===== src/rtl/mem_port_arbiter.sv =====
// mem_port_arbiter: shares one memory port between fetch and data requesters, with data priority and a fetch anti-starvation counter
//   clk_i, rst_n_i            clock, async active-low reset
//   if_* / dm_*               fetch and data requester handshakes (req/gnt/rvalid/rdata)
//   mem_*                     unified memory port, one transaction outstanding
//   stall_f_o, stall_m_o      pipeline stalls for F and M stages
module mem_port_arbiter #(
  parameter int unsigned STARVE_LIMIT = 4
) (
  input  logic        clk_i,
  input  logic        rst_n_i,
  input  logic        if_req_i,
  input  logic [31:0] if_addr_i,
  output logic        if_gnt_o,
  output logic        if_rvalid_o,
  output logic [31:0] if_rdata_o,
  input  logic        dm_req_i,
  input  logic        dm_we_i,
  input  logic [3:0]  dm_be_i,
  input  logic [31:0] dm_addr_i,
  input  logic [31:0] dm_wdata_i,
  output logic        dm_gnt_o,
  output logic        dm_rvalid_o,
  output logic [31:0] dm_rdata_o,
  output logic        mem_req_o,
  output logic        mem_we_o,
  output logic [3:0]  mem_be_o,
  output logic [31:0] mem_addr_o,
  output logic [31:0] mem_wdata_o,
  input  logic        mem_gnt_i,
  input  logic        mem_rvalid_i,
  input  logic [31:0] mem_rdata_i,
  output logic        stall_f_o,
  output logic        stall_m_o
);
  typedef enum logic [1:0] {IDLE, REQ, RSP} state_t;
  typedef enum logic {FETCH, DATA} owner_t;
  localparam logic [3:0] LIMIT = 4'(STARVE_LIMIT);
  state_t     state;
  owner_t     owner;
  owner_t     sel;
  logic [3:0] starve_cnt;
  logic       is_f;
  logic       grant;
  logic       rsp;
  // Selection is live only in IDLE; once a request is presented the owner is frozen.
  // mem_req is gated by reset so the port stays quiet while reset is held.
  always_comb begin
    sel         = (state == IDLE) ? ((if_req_i & (~dm_req_i | starve_cnt == LIMIT)) ? FETCH : DATA) : owner;
    is_f        = sel == FETCH;
    mem_req_o   = rst_n_i & ((state == IDLE) ? (if_req_i | dm_req_i) : (state == REQ));
    mem_we_o    = mem_req_o & ~is_f & dm_we_i;
    mem_be_o    = ~mem_req_o ? 4'h0 : is_f ? 4'hF : dm_be_i;
    mem_addr_o  = ~mem_req_o ? 32'h0 : is_f ? if_addr_i : dm_addr_i;
    mem_wdata_o = (mem_req_o & ~is_f) ? dm_wdata_i : 32'h0;
    grant       = mem_gnt_i & mem_req_o;
    if_gnt_o    = grant & is_f;
    dm_gnt_o    = grant & ~is_f;
    rsp         = (state == RSP) & mem_rvalid_i;
    if_rvalid_o = rsp & (owner == FETCH);
    dm_rvalid_o = rsp & (owner == DATA);
    if_rdata_o  = if_rvalid_o ? mem_rdata_i : 32'h0;
    dm_rdata_o  = dm_rvalid_o ? mem_rdata_i : 32'h0;
    stall_f_o   = (if_req_i | (state != IDLE & owner == FETCH)) & ~if_rvalid_o;
    stall_m_o   = (dm_req_i | (state != IDLE & owner == DATA)) & ~dm_rvalid_o;
  end
  always_ff @(posedge clk_i or negedge rst_n_i) begin
    if (!rst_n_i) begin
      state      <= IDLE;
      owner      <= FETCH;
      starve_cnt <= 4'h0;
    end else begin
      case (state)
        IDLE:    if (mem_req_o) begin
                   owner <= sel;
                   state <= mem_gnt_i ? RSP : REQ;
                 end
        REQ:     if (mem_gnt_i) state <= RSP;
        RSP:     if (mem_rvalid_i) state <= IDLE;
        default: state <= IDLE;
      endcase
      // Counts data wins while fetch waits; any fetch win or idle fetch clears it.
      if (state == IDLE && !if_req_i)
        starve_cnt <= 4'h0;
      else if (grant)
        starve_cnt <= is_f ? 4'h0 : !if_req_i ? starve_cnt : (starve_cnt == LIMIT) ? LIMIT : starve_cnt + 4'h1;
    end
  end
endmodule


===== config.mk =====
export PLATFORM = sky130hd
export DESIGN_NAME = mem_port_arbiter
export DESIGN_NICKNAME = d
export VERILOG_FILES = /design/src/rtl/mem_port_arbiter.sv
export SDC_FILE = /design/constraint.sdc
export NUM_CORES = 1
export LEC_CHECK = 0
export ABC_AREA = 1
export BUFFER_PORTS_ARGS = -buffer_cell sky130_fd_sc_hd__buf_2
export CORE_AREA = 5 5 106 108
export CTS_CLUSTER_DIAMETER = 80
export CTS_CLUSTER_SIZE = 16
export DETAILED_ROUTE_END_ITERATION = 12
export DIE_AREA = 0 0 111 113
export PLACE_DENSITY = 0.66
export SLEW_MARGIN = 20
export SYNTH_ARGS = -nofsm -noshare
export SYNTH_HDL_FRONTEND = slang
export SYNTH_SLANG_ARGS = --single-unit

===== constraint.sdc =====
create_clock -name clk_i -period 2.3 [get_ports clk_i]
set_input_delay 0.46 -clock clk_i [delete_from_list [all_inputs] [get_ports clk_i]]
set_output_delay 0.46 -clock clk_i [all_outputs]
set_load 0.01 [all_outputs]

# --- Word-level counts from Yosys, hierarchy flattened ---
# Index checks and enable logic that the tools add are counted.
op_classes:
  mux: 20
  bitwise: 23
  n_reduce_logical: 8
  addsub: 1
  n_eq_ne: 7
ops:
  columns: ["operator", "n"]
  rows:
  - ["two-way mux 32 bit", 5]
  - ["two-way mux 4 bit", 7]
  - ["bitwise AND 1 bit", 14]
  - ["two-way mux 2 bit", 4]
  - ["!= test 2 bit (second input constant)", 3]
  - ["one-hot mux 2 bit (3 select lines)", 1]
  - ["NOT 1 bit", 5]
  - ["adder 4 x 1 -> 4 bit (second input constant)", 1]
  - ["== test 4 x 3 -> 1 bit (second input constant)", 1]
  - ["OR 1 bit", 4]
  - ["AND reduction 2 bit", 2]
  - ["nonzero test 2 bit", 2]
  - ["two-way mux 1 bit", 3]
  - ["!= test 3 x 2 -> 1 bit (second input constant)", 1]
  - ["AND reduction 3 bit", 1]
  - ["== test 2 x 1 -> 1 bit (second input constant)", 1]
  - ["== test 2 bit (second input constant)", 1]
  - ["zero test 2 bit", 1]
  - ["logical AND 1 bit", 1]
  - ["zero test 1 bit", 1]
word_totals:
  output_inout_bits: 140
  reg_bits: 7
  wordCells: 62

# --- Logic depth before layout (Yosys ltp) ---
# Gate-level depths: netlist of run 1.
depth:
  depth_word: 8
  depth_mapped: 10
  mapped_depth_nobuf: 9

# --- Worst setup path before layout of run 1 ---
# Ideal clock, no wire load.
synth_timing:
  kind: "flip-flop to output port"
  startpoint: "register starve_cnt[0]"
  endpoint: "output port mem_be_o[0]"
  arrival_ps: 1447
  t_required_ps: 1840
  path_stages_with_launch: 11
  n_path_buf: 2
  slack_ps: 393
  cell_sequence: "dfrtp_1 > inv_1 > ha_1 > nand2_1 > nor2_1 > nor2_2 > nor2_2 > buf_6 > buf_6 > nor2_1 > nor2_1"
synth_between:
  elab_chain_len: 7
synth_rtl:
  columns: ["item", "line", "rtl"]
  rows:
  - ["start, declared", "41", "logic [3:0] starve_cnt;"]
  - ["start signal, assigned", "85", "starve_cnt <= is_f ? 4'h0 : !if_req_i ? starve_cnt : (starve_cnt == LIMIT) ? LIMIT : starve_cnt + 4'h1;"]
  - ["== test 4 x 3 -> 1 bit", "48", "sel = (state == IDLE) ? ((if_req_i & (~dm_req_i | starve_cnt == LIMIT)) ? FETCH : DATA) : owner;"]
  - ["OR 1 bit", "48", null]
  - ["bitwise AND 1 bit", "48", null]
  - ["two-way mux 1 bit (2 in a row)", "48", null]
  - ["two-way mux 4 bit (2 in a row)", "52", "mem_be_o = ~mem_req_o ? 4'h0 : is_f ? 4'hF : dm_be_i;"]
  - ["end, declared", "26", "output logic [3:0] mem_be_o,"]
# Every way passes these cells.

# --- Worst setup path after layout of run 1 ---
layout_timing:
  startpoint: "register starve_cnt[0]"
  endpoint: "output port mem_be_o[1]"
# The elaborated chain is that of the path after synthesis.

==> out/results.env, run 1 <==
AVGVIACOUNTPERCELL=4.096
WORSTSKEWPAIRLATENCY_PS=230
CLOCK_SKEW_PS=3.437
FIN_CRIT_SH=0.9883
IO_PINS=279
DRIVE_GT1_FRAC=0.5949
SYN_INST_COUNT=369
NUMBER_OF_FILLER_INSTANCES_IN_THE_FINAL_LAYOUT=1099
CTS_BUFS_INSERTED=3
SYN2LAYOUT_AREA_GROWTH_PCT=128.8
LAYOUT_MIN_CYCLE_TIME_PS=2273
SYNTH_AREA_PER_CELL_SQ_UM=4.818
TIMING.SETUP.CRITICAL_PATH_CLASS='flop to output pin'
R2R-START='starve_cnt[0]'
GRT_START_MAX_NET_PINS=33
CLOCK_TREE.HTREE_LEVEL_COUNT=1
FINAL-SETUP-VIOL-COUNT=0
TIMING.HOLD.WORST.CLASS='primary input to asynchronous set/reset pin'
GRT_PASS1_VIAS=3084
HOLD_SLACK_PS=131.3
FMAX_MHz=439.9
CRIT_END_CATEGORY='output pin'
DP_CELLS=773
STARTPOINT_TYPE='flop'
REG2REG_SLACK_PS=620
DRT-INITIAL-DRC-COUNT=210
TRANSITION_AT_THE_PIN_WITH_THE_SMALLEST_MAX_TRANSITION_SLACK_PS=345.8
CP.REQUIRED_PS=1840
WORST-PATH-MAX-FANOUT=8
SYNTH_SEQ_AREA_SHARE=0.09852
SYNTHDOMINANTAREACELLTYPE='nor2_1'
TOTALNEGATIVESETUPSLACK_PS=0
CRIT_ARRIVAL_PS=1810
GLOBALROUTE.TOTALOVERFLOW=0
GRT_ANTENNA_BEFORE_REPAIR=0
DRT_FIRST_PASS_ITERS=4
RR_ENDPOINT='owner'
PATH_CLK_SLEW_PS=40
NUMBER_OF_SYNTHESIZED_REGISTER_BITS=7
REMAINING_DRC_ERRORS=0
DESIGN_AREA_SQ_UM=4068
FINAL-MAX-SLEW-VIOLATION-COUNT=0
TRITONCTS_CLOCK_TREE='yes'
MAPPEDNETLISTAREA_SQ_UM=1778
FINAL_COMMON_CELL='buf_2'
WORSTREGTOREGCELLS=11
P_LEAK_nW=2.647
IR_DROP_mV=0.4507
CLOCK_SINKS=7
PORT_BUFFERS=278
CORE_AREA_SQ_UM=10140
DIE_Y_MICRONS=113
MAX_TRANSITION_MARGIN=0.7692
YOSYS-TOP-CELLS-AREA='nor2_1, inv_1, dfrtp_1'
GPL.FINAL_WEIGHTED_CONGESTION=0.9400
ANTENNA-DIODE-COUNT=0
ROUTE.VIAS.TOTAL=3277
DPL-INSTANCE-AREA_SQ_UM=3321
LAYOUT.NETS=806
CTS_BUFFER_DEPTH=2
NUM_ROWS=37
CELLPOWERDENSITY_nW_PER_UM2=1072
GLOBALROUTETOTALUTIL=0.1563
AVGROUTEDWIREPERCELL_MICRONS=13.84
SYNTH_CELL_TYPES=22
CTS.HOLD.BUFFERS_ADDED=0
DRV.MAX_CAP_VIOLATION_COUNT=0
INITIAL_UTILIZATION=0.1754
FLOORPLAN.DIE_AREA_SQ_UM=12540
DP_HPWL_MICRONS=8379
CTS.ROOT.BUFFER_CELL='clkbuf_8'
POST_SYN_NETS=510
FINALHOLDVIOLATIONS=0
GRT_PASS1_WL_MICRONS=16270
ROUTED_WIRELENGTH_MICRONS=11070
NETLIST.AREA_LEADER.SHARE=0.3716
RSZ0062_AT_GRT='yes'
STATUS='complete, no violations'
FIN_CELLS=800
POSTROUTEANTENNANETS=0
YOSYS_WARNINGS=0
DIE_W_MICRONS=111
MOST-COMMON-LAYOUT-CELLS='buf_2, nor2_1, inv_1, nor2_4, nor2_2'
-- where the power goes --
part | internal [mW] | total, mW | switching, mW | leakage (nW)
sequential | 0.173 | 0.243 | 0.0698 | 0.0895
combinational | 1.81 | 3.95 | 2.14 | 2.53
clock | 0.120 | 0.171 | 0.0509 | 0.0228
total | 2.10 | 4.36 | 2.26 | 2.65
-- per-layer routing --
layer | part of all wire | vias up | GRT usage | routed length (microns)
met5 | 0 | - | 0 | 0
met4 | 0.022 | 0 | 0.04433 | 245
met3 | 0.060 | 17 | 0.03262 | 666
met2 | 0.52 | 127 | 0.2844 | 5783
met1 | 0.40 | 1465 | 0.1857 | 4375
li1 | - | 1668 | - | -
-- timing repair --
action	in CTS	in global routing
pin swaps	12	27
endpoints found under the setup margin	50	72
setup buffers	11	5
gates resized for setup	44	85
gates cloned	6	4
hold endpoints to repair	0	0
-- how the worst max path moves through the flow --
stage	from	endpoint	slack, ps	cells after the start
6_report	starve_cnt[0]	mem_be_o[1]	30	11
5_1_grt	starve_cnt[0]	mem_addr_o[8]	-80	12
4_1_cts	starve_cnt[1]	mem_addr_o[7]	-60	12
3_5_place_dp	starve_cnt[0]	mem_wdata_o[7]	80	10
3_3_place_gp	starve_cnt[0]	dm_gnt_o	100	10
2_1_floorplan	starve_cnt[0]	mem_be_o[0]	390	10
-- registers in the layout (all words and copies together) (netlist names) --
signal and flops:
state 2, owner 1, starve_cnt 4
-- final cells by class --
| cell class | count | area [sq um] | share of cell area |
|---|---|---|---|
| Sequential cell | 7 | 177.7 | 0.04368 |
| Inverter | 81 | 316.6 | 0.07782 |
| Clock buffer | 4 | 45.04 | 0.01107 |
| Multi-Input combinational cell | 264 | 1505 | 0.3700 |
| Timing Repair Buffer | 308 | 1853 | 0.4556 |
| Tap cell | 136 | 170.2 | 0.04183 |
-- cells by family after synthesis --
logic type,count (synthesis),share of synthesized area
compound gates,39,0.1224
xor+xnor,2,0.009854
fa+ha+maj,2,0.01407
buf+inv,100,0.2477
flops,7,0.09852
simple gates,219,0.5074
-- critical path, stage by stage, from the launching register on --
cell	delay [ps]
dfrtp_1	390
inv_2	80
ha_4	140
nand2_4	60
nor2_4	120
nor2_4	60
nor2_4	140
buf_12	150
buf_12	130
nor2_1	60
nor2_1	100
buf_2	140
-- synth_stat cells --
cell type and instances:
a21oi_1 3, buf_2 10, buf_4 4, buf_6 5
dfrtp_1 7, ha_1 2, inv_1 78, inv_2 3
nand2_1 14, nand2_2 2, nand2_4 3, nand3_1 11
nand3b_1 2, nand4_1 1, nor2_1 176, nor2_2 8
nor2_4 1, nor3_1 1, o21ai_0 28, o21ai_1 2
o21ai_2 6, xor2_1 2
-- through the flow --
step,utilization,total power [mW],worst slack [ps]
4_1_cts,0.3707,3.862,-60.11
3_5_place_dp,0.3275,2.624,84.04
5_1_grt,0.4012,4.688,-79.36
2_1_floorplan,-,1.742,392.8
3_3_place_gp,0.3275,2.623,104.7
6_report,0.4012,4.359,26.94
No activity file was read; power rests on OpenSTA's default activity.
==> run 2, diff against run 1 <==
- PLACE_DENSITY: 0.66 -> 0.68
- REMOVE_ABC_BUFFERS: unset -> 1
- clock period: 2.3 -> 1.84 ns (I/O delays scaled with it)
==> run 2 against run 1 <==
Net effect: the run now ends with setup timing left; combinational power rose by 39%; worst setup slack got worse by 370 ps; cell count rose by 3.1%; sequential share of layout area fell by 0.88 points; sequential power rose by 17%; count of clock-buffer cells in the layout did not move; critical path type unchanged.
==> out/results.env, run 2 (same netlist as run 1, synthesis figures left out) <==
STARTPOINT_TYPE='flop'
TIMING.CRITICAL_PATH.CELLS='inv_2, ha_4, nand2_4, nor2_4, nor2_4, nor2_4, buf_6, clkbuf_16, o21ai_0, nor2_1, buf_2'
CLOCK_SKEW_PS=4.297  # +0.8598 ps
AVGVIACOUNTPERCELL=4.222  # +3.1%
GRT_PASS1_VIAS=3206  # +4.0%
FINALHOLDVIOLATIONS=0  # unchanged
P_LEAK_nW=2.897  # +9.5%
IR_DROP_mV=0.5631  # +25%
SWITCHING_POWER_mW=2.939  # +30%
NUM_ROWS=37  # unchanged
FINAL_COMMON_CELL='buf_2'
FINAL-SETUP-VIOL-COUNT=138  # +138
ROUTED_WIRELENGTH_MICRONS=12680  # +15%
IO_PINS=279  # unchanged
TIMING.HOLD.WORST.CLASS='primary input to asynchronous set/reset pin'
LAYOUT_MIN_CYCLE_TIME_PS=2183
REMAINING_DRC_ERRORS=0  # unchanged
LARGEST_REGISTER='starve_cnt'
INITIAL_UTILIZATION=0.1754  # unchanged
PORT_BUFFERS=278  # unchanged
TRITONCTS_CLOCK_TREE='yes'
DP_HPWL_MICRONS=7865  # -6.1%
SYN2LAYOUT_AREA_GROWTH_PCT=186.3
FIN_CRIT_SH=1.186
DESIGN_AREA_SQ_UM=5090  # +25%
FAMILY_WITH_THE_MOST_DELAY_ON_THE_WORST_PATH='buffers and inverters'
GPL.FINAL_WEIGHTED_CONGESTION=0.8655  # -7.9%
CP_SLOWEST_CELL='dfrtp_1'
POSTROUTEANTENNANETS=0  # unchanged
STATUS='finished, violations left'
CTS.ROOT.BUFFER_CELL='clkbuf_8'
CLOCK_SINKS=7  # unchanged
PATH_CLK_SLEW_PS=40  # about the same
CP.REQUIRED_PS=1470  # -370 ps
LARGEST_REGISTER_FFS=4  # unchanged
LAYOUT.NETS=831  # +3.1%
CELLPOWERDENSITY_nW_PER_UM2=1180  # +10%
DRT_FIRST_PASS_ITERS=6  # +2
CTS_BUFFER_DEPTH=2  # unchanged
DPL-INSTANCE-AREA_SQ_UM=3456  # +4.1%
MAX_TRANSITION_MARGIN=0.8427  # +0.07342
SWITCHING_SHARE=0.4894  # -0.02814
FINAL_CRITICAL_PATH_SETUP_SLACK_PS=-342.6  # -369.5 ps
RSZ0062_AT_GRT='yes'
CRITPATHMAXSTAGEDELAY_PS=380  # about the same
GRT_START_MAX_NET_PINS=34  # +3.0%
TOTALPOWERFINAL_mW=6.006  # +38%
CTS_BUFS_INSERTED=3  # unchanged
LARGEST_REGISTERS='starve_cnt (4), state (2), owner (1)'
WORST-PATH-MAX-FANOUT=4  # -4
MOST-COMMON-LAYOUT-CELLS='buf_2, nor2_1, inv_1, buf_6, nor2_4'
COMBINATIONALPOWERSHARE=0.918  # +0.013
WORSTSKEWPAIRLATENCY_PS=220  # about the same
CP_NUM_BUF_INV=4  # unchanged
CLOCK_POWER_SHARE=0.035  # -0.004
FLOORPLAN.DIE_AREA_SQ_UM=12540  # unchanged
CLOCK_TREE.HTREE_LEVEL_COUNT=1  # unchanged
TOTALNEGATIVESETUPSLACK_PS=-28710  # -28710 ps
TRANSITION_AT_THE_PIN_WITH_THE_SMALLEST_MAX_TRANSITION_SLACK_PS=235.1  # -110.6 ps
DRIVE_GT1_FRAC=0.6633  # +0.06840
ANTENNA-DIODE-COUNT=0  # unchanged
GLOBALROUTETOTALUTIL=0.1537  # -0.002597
FAILING_CHECKS='setup timing'
CRIT_ARRIVAL_PS=1810  # about the same
DRV.MAX_CAP_VIOLATION_COUNT=0  # unchanged
AVGROUTEDWIREPERCELL_MICRONS=15.37  # +11%
FMAX_MHz=458.2
SEQ_POWER_SHARE=0.047  # -0.009
HOLD_SLACK_PS=50.58  # -80.75 ps
CORE_AREA_SQ_UM=10140  # unchanged
CRIT_END_CATEGORY='output pin'
DIE_Y_MICRONS=113  # unchanged
R2R-START='state[1]'
ROUTE.VIAS.TOTAL=3483  # +6.3%
GRT_PASS1_WL_MICRONS=15850  # -2.6%
DRT-INITIAL-DRC-COUNT=183  # -13%
DIE_W_MICRONS=111  # unchanged
PLACEMENT.SETUP.WORST_SLACK_PS=-99.26  # -183.3 ps
CRITICAL_PATH.MOST_COMMON_CELL='nor2_4'
CELL_INTERNAL_PWR_mW=3.067  # +46%
CRIT_START='starve_cnt[1]'
GRT_ANTENNA_BEFORE_REPAIR=0  # unchanged
FINAL-MAX-SLEW-VIOLATION-COUNT=0  # unchanged
TIMING.SETUP.CRITICAL_PATH_CLASS='flop to output pin'
GLOBALROUTE.TOTALOVERFLOW=0  # unchanged
==> run 2: power by group through the flow <==
stage	Combinational (mW)	Sequential, mW	Clock, mW
after floorplan	1.63	0.279	0
final	5.51	0.284	0.209
after global placement	3.25	0.266	0
after detailed placement	3.25	0.270	0
after CTS	4.42	0.273	0.216
after global routing	5.90	0.291	0.234
==> run 2: final cells by class <==
class                           count  area [sq um]
Tap cell                          136         170.2
Fill cell                         967          5049
Multi-Input combinational cell    262          1780
Timing Repair Buffer              335          2592
Clock buffer                        4         45.04
Sequential cell                     7         177.7
Inverter                           81         324.1
==> run 2: layer usage <==
layer,part of all wire,global-route usage,up-vias
met4,0.019,0.05008,0
met1,0.36,0.1743,1566
met3,0.075,0.03422,18
li1,-,-,1720
met2,0.54,0.2852,179
met5,0,0,-
==> run 2: path summary, 6_finish.rpt <==
kind / to / slack [ps] / cells past startpoint
max: mem_addr_o[4] / -340 / 11
min in group clk_i: state[0] / 470 / 4
min: starve_cnt[3] / 50 / 2
max reg2reg: starve_cnt[2] / 230 / 10
max in group asynchronous: state[0] / 1650 / 2
min reg2reg: owner / 600 / 2
==> run 2: repair_timing <==
| item | CTS | global route |
|---|---|---|
| pin swaps | 10 | 24 |
| resized for setup | 85 | 197 |
| endpoints found under the setup margin | 137 | 138 |
| hold buffers | 0 | 0 |
| setup buffers | 15 | 9 |
| cloned | 9 | 8 |
==> run 2: stage by stage <==
stage          cells  utilization
2_1_floorplan    350            -
6_report         825       0.5020
5_1_grt          825       0.5020
3_5_place_dp     786       0.3409
3_3_place_gp     786       0.3409
4_1_cts          814       0.4086
==> run 3, diff against run 2 <==
- CAP_MARGIN: unset -> 5
- RECOVER_POWER: unset -> 50
==> run 3 against run 2 <==
Net effect: the run still ends with setup timing left; cell count did not move; utilization barely moved; non-clock buffer count did not move; cell area barely moved; wire length barely moved; via count did not move; critical path type unchanged; largest cell class unchanged; largest power group unchanged; highest routed layer unchanged.
==> out/results.env, run 3 (same netlist as run 1, synthesis figures left out) <==
FINAL_CRITICAL_PATH_SETUP_SLACK_PS=-342.6  # -0.01600 ps
CP.REQUIRED_PS=1470  # about the same
PORT_BUFFERS=278  # unchanged
DP_CELLS=786  # unchanged
POSTROUTEANTENNANETS=0  # unchanged
TIMING.SETUP.CRITICAL_PATH_CLASS='flop to output pin'
TOTALNEGATIVESETUPSLACK_PS=-28720  # -6.700 ps
ANTENNA-DIODE-COUNT=0  # unchanged
FIN_CRIT_SH=1.186  # about the same
STATUS='finished, violations left'
MOST-COMMON-LAYOUT-CELLS='buf_2, nor2_1, inv_1, buf_6, nor2_4'
DIE_Y_MICRONS=113  # unchanged
IR_DROP_mV=0.5615  # -0.28%
SYN2LAYOUT_AREA_GROWTH_PCT=186.0  # about the same
WORST-PATH-MAX-FANOUT=4  # unchanged
CTS_BUFFER_DEPTH=2  # unchanged
GRT_ANTENNA_BEFORE_REPAIR=0  # unchanged
STARTPOINT_TYPE='flop'
CTS.HOLD.BUFFERS_ADDED=0  # unchanged
REGISTER_AREA_SQ_UM=177.7  # unchanged
CTS_BUFS_INSERTED=3  # unchanged
GRT_PASS1_VIAS=3206  # unchanged
LARGEST_REGISTER='starve_cnt'
CRIT_START='starve_cnt[1]'
TRITONCTS_CLOCK_TREE='yes'
GPL.FINAL_WEIGHTED_CONGESTION=0.8655  # unchanged
MULTI_INPUT_GATE_AREA_IN_THE_FINAL_LAYOUT_SQ_UM=1780  # unchanged
CELL_INTERNAL_PWR_mW=3.065  # about the same
GLOBALROUTE.TOTALOVERFLOW=0  # unchanged
FINAL-MAX-SLEW-VIOLATION-COUNT=0  # unchanged
RSZ0062_AT_GRT='yes'
DRIVE_GT1_FRAC=0.6604  # -0.002903
NUM_ROWS=37  # unchanged
DRT-INITIAL-DRC-COUNT=183  # unchanged
PATH_CLK_SLEW_PS=40  # about the same
LARGEST_REGISTER_FFS=4  # unchanged
CRIT_END_CATEGORY='output pin'
CLOCK_TREE.HTREE_LEVEL_COUNT=1  # unchanged
LARGEST_REGISTERS='starve_cnt (4), state (2), owner (1)'
TRANSITION_AT_THE_PIN_WITH_THE_SMALLEST_MAX_TRANSITION_SLACK_PS=374.3  # +139.1 ps
R2R-START='state[1]'
FINAL_COMMON_CELL='buf_2'
AVGROUTEDWIREPERCELL_MICRONS=15.38  # about the same
P_LEAK_nW=2.891  # -0.22%
MAX_TRANSITION_MARGIN=0.7505  # -0.09217
GLOBALROUTETOTALUTIL=0.1537  # unchanged
FLOORPLAN.DIE_AREA_SQ_UM=12540  # unchanged
CTS.ROOT.BUFFER_CELL='clkbuf_8'
FMAX_MHz=458.2  # about the same
IO_PINS=279  # unchanged
TIMING.HOLD.WORST.CLASS='primary input to asynchronous set/reset pin'
CORE_AREA_SQ_UM=10140  # unchanged
INITIAL_UTILIZATION=0.1754  # unchanged
DRT_FIRST_PASS_ITERS=6  # unchanged
NUMBER_OF_FILLER_INSTANCES_IN_THE_FINAL_LAYOUT=967  # unchanged
REMAINING_DRC_ERRORS=0  # unchanged
AVGVIACOUNTPERCELL=4.222  # unchanged
DP_HPWL_MICRONS=7865  # unchanged
GRT_START_MAX_NET_PINS=34  # unchanged
CLOCK_SINKS=7  # unchanged
SEQ_POWER_SHARE=0.047  # about the same
CRIT_ARRIVAL_PS=1810  # about the same
GRT_PASS1_WL_MICRONS=15850  # unchanged
LAYOUT.NETS=831  # unchanged
FAILING_CHECKS='setup timing'
CLOCK_SKEW_PS=4.310  # +0.01317 ps
FINAL-SETUP-VIOL-COUNT=138  # unchanged
DRV.MAX_CAP_VIOLATION_COUNT=0  # unchanged
CLOCK_POWER_SHARE=0.035  # about the same
ROUTED_WIRELENGTH_MICRONS=12690  # about the same
WORSTSKEWPAIRLATENCY_PS=220  # about the same
DIE_W_MICRONS=111  # unchanged
LAYOUT_MIN_CYCLE_TIME_PS=2183  # +0.01600 ps
LAYOUT.CORE_UTILIZATION=0.5015  # about the same
FINALHOLDVIOLATIONS=0  # unchanged
SWITCHING_POWER_mW=2.938  # about the same
ROUTE.VIAS.TOTAL=3483  # unchanged
CELLPOWERDENSITY_nW_PER_UM2=1181  # about the same
SWITCHING_SHARE=0.4894  # about the same
FIN_CELLS=825  # unchanged
COMBINATIONALPOWERSHARE=0.918  # about the same
-- run 3: per-layer routing --
layer | part of all wire | track usage
met5 | 0 | 0
met4 | 0.019 | 0.05008
met3 | 0.074 | 0.03422
met2 | 0.54 | 0.2852
met1 | 0.36 | 0.1743
-- run 3: timing repair --
action                     CTS  global route
gates resized for setup     85           197
setup buffers               15             9
pin swaps                   10            24
setup endpoints to repair  137           138
cloned                       9             8
-- run 3: metrics by stage --
stage | cell area, sq um | power [mW] | setup WS, ps | hold WS, ps
2_1_floorplan | 1642 | 1.908 | -494.2 | 72.41
3_3_place_gp | 3456 | 3.511 | -98.78 | 287.7
3_5_place_dp | 3456 | 3.525 | -99.26 | 288.7
4_1_cts | 4143 | 4.908 | -290.0 | 50.81
5_1_grt | 5085 | 6.428 | -423.6 | 190.6
6_report | 5085 | 6.004 | -342.6 | 149.7
-- run 3: worst max-delay path, cell delays in order, from the launching register on --
cell,delay (ps)
dfrtp_1,380
inv_2,90
ha_4,150
nand2_4,50
nor2_4,120
nor2_4,70
nor2_4,120
buf_6,160
clkbuf_16,150
o21ai_0,70
nor2_1,100
buf_2,140
-- run 3: area by class of cell --
| class | instances | area share |
|---|---|---|
| Sequential cell | 7 | 0.03494 |
| Multi-Input combinational cell | 262 | 0.3501 |
| Clock buffer | 4 | 0.008858 |
| Inverter | 81 | 0.06373 |
| Tap cell | 136 | 0.03346 |
| Timing Repair Buffer | 335 | 0.5089 |
-- run 3: power by group through the flow --
stage,sequential [mW],combinational (mW),clock (mW)
2_1_floorplan,0.279,1.63,0
3_3_place_gp,0.266,3.25,0
3_5_place_dp,0.270,3.25,0
4_1_cts,0.273,4.42,0.216
5_1_grt,0.291,5.90,0.234
6_report,0.284,5.51,0.209
-- run 3: final timing paths --
path | end | slack [ps] | depth (start not counted)
setup / recovery | mem_addr_o[4] | -340 | 11
hold / removal | starve_cnt[3] | 150 | 2
setup reg to reg | starve_cnt[2] | 230 | 10
hold reg to reg | owner | 600 | 2
max in group asynchronous | state[0] | 1400 | 2
min in group clk_i | state[0] | 470 | 4
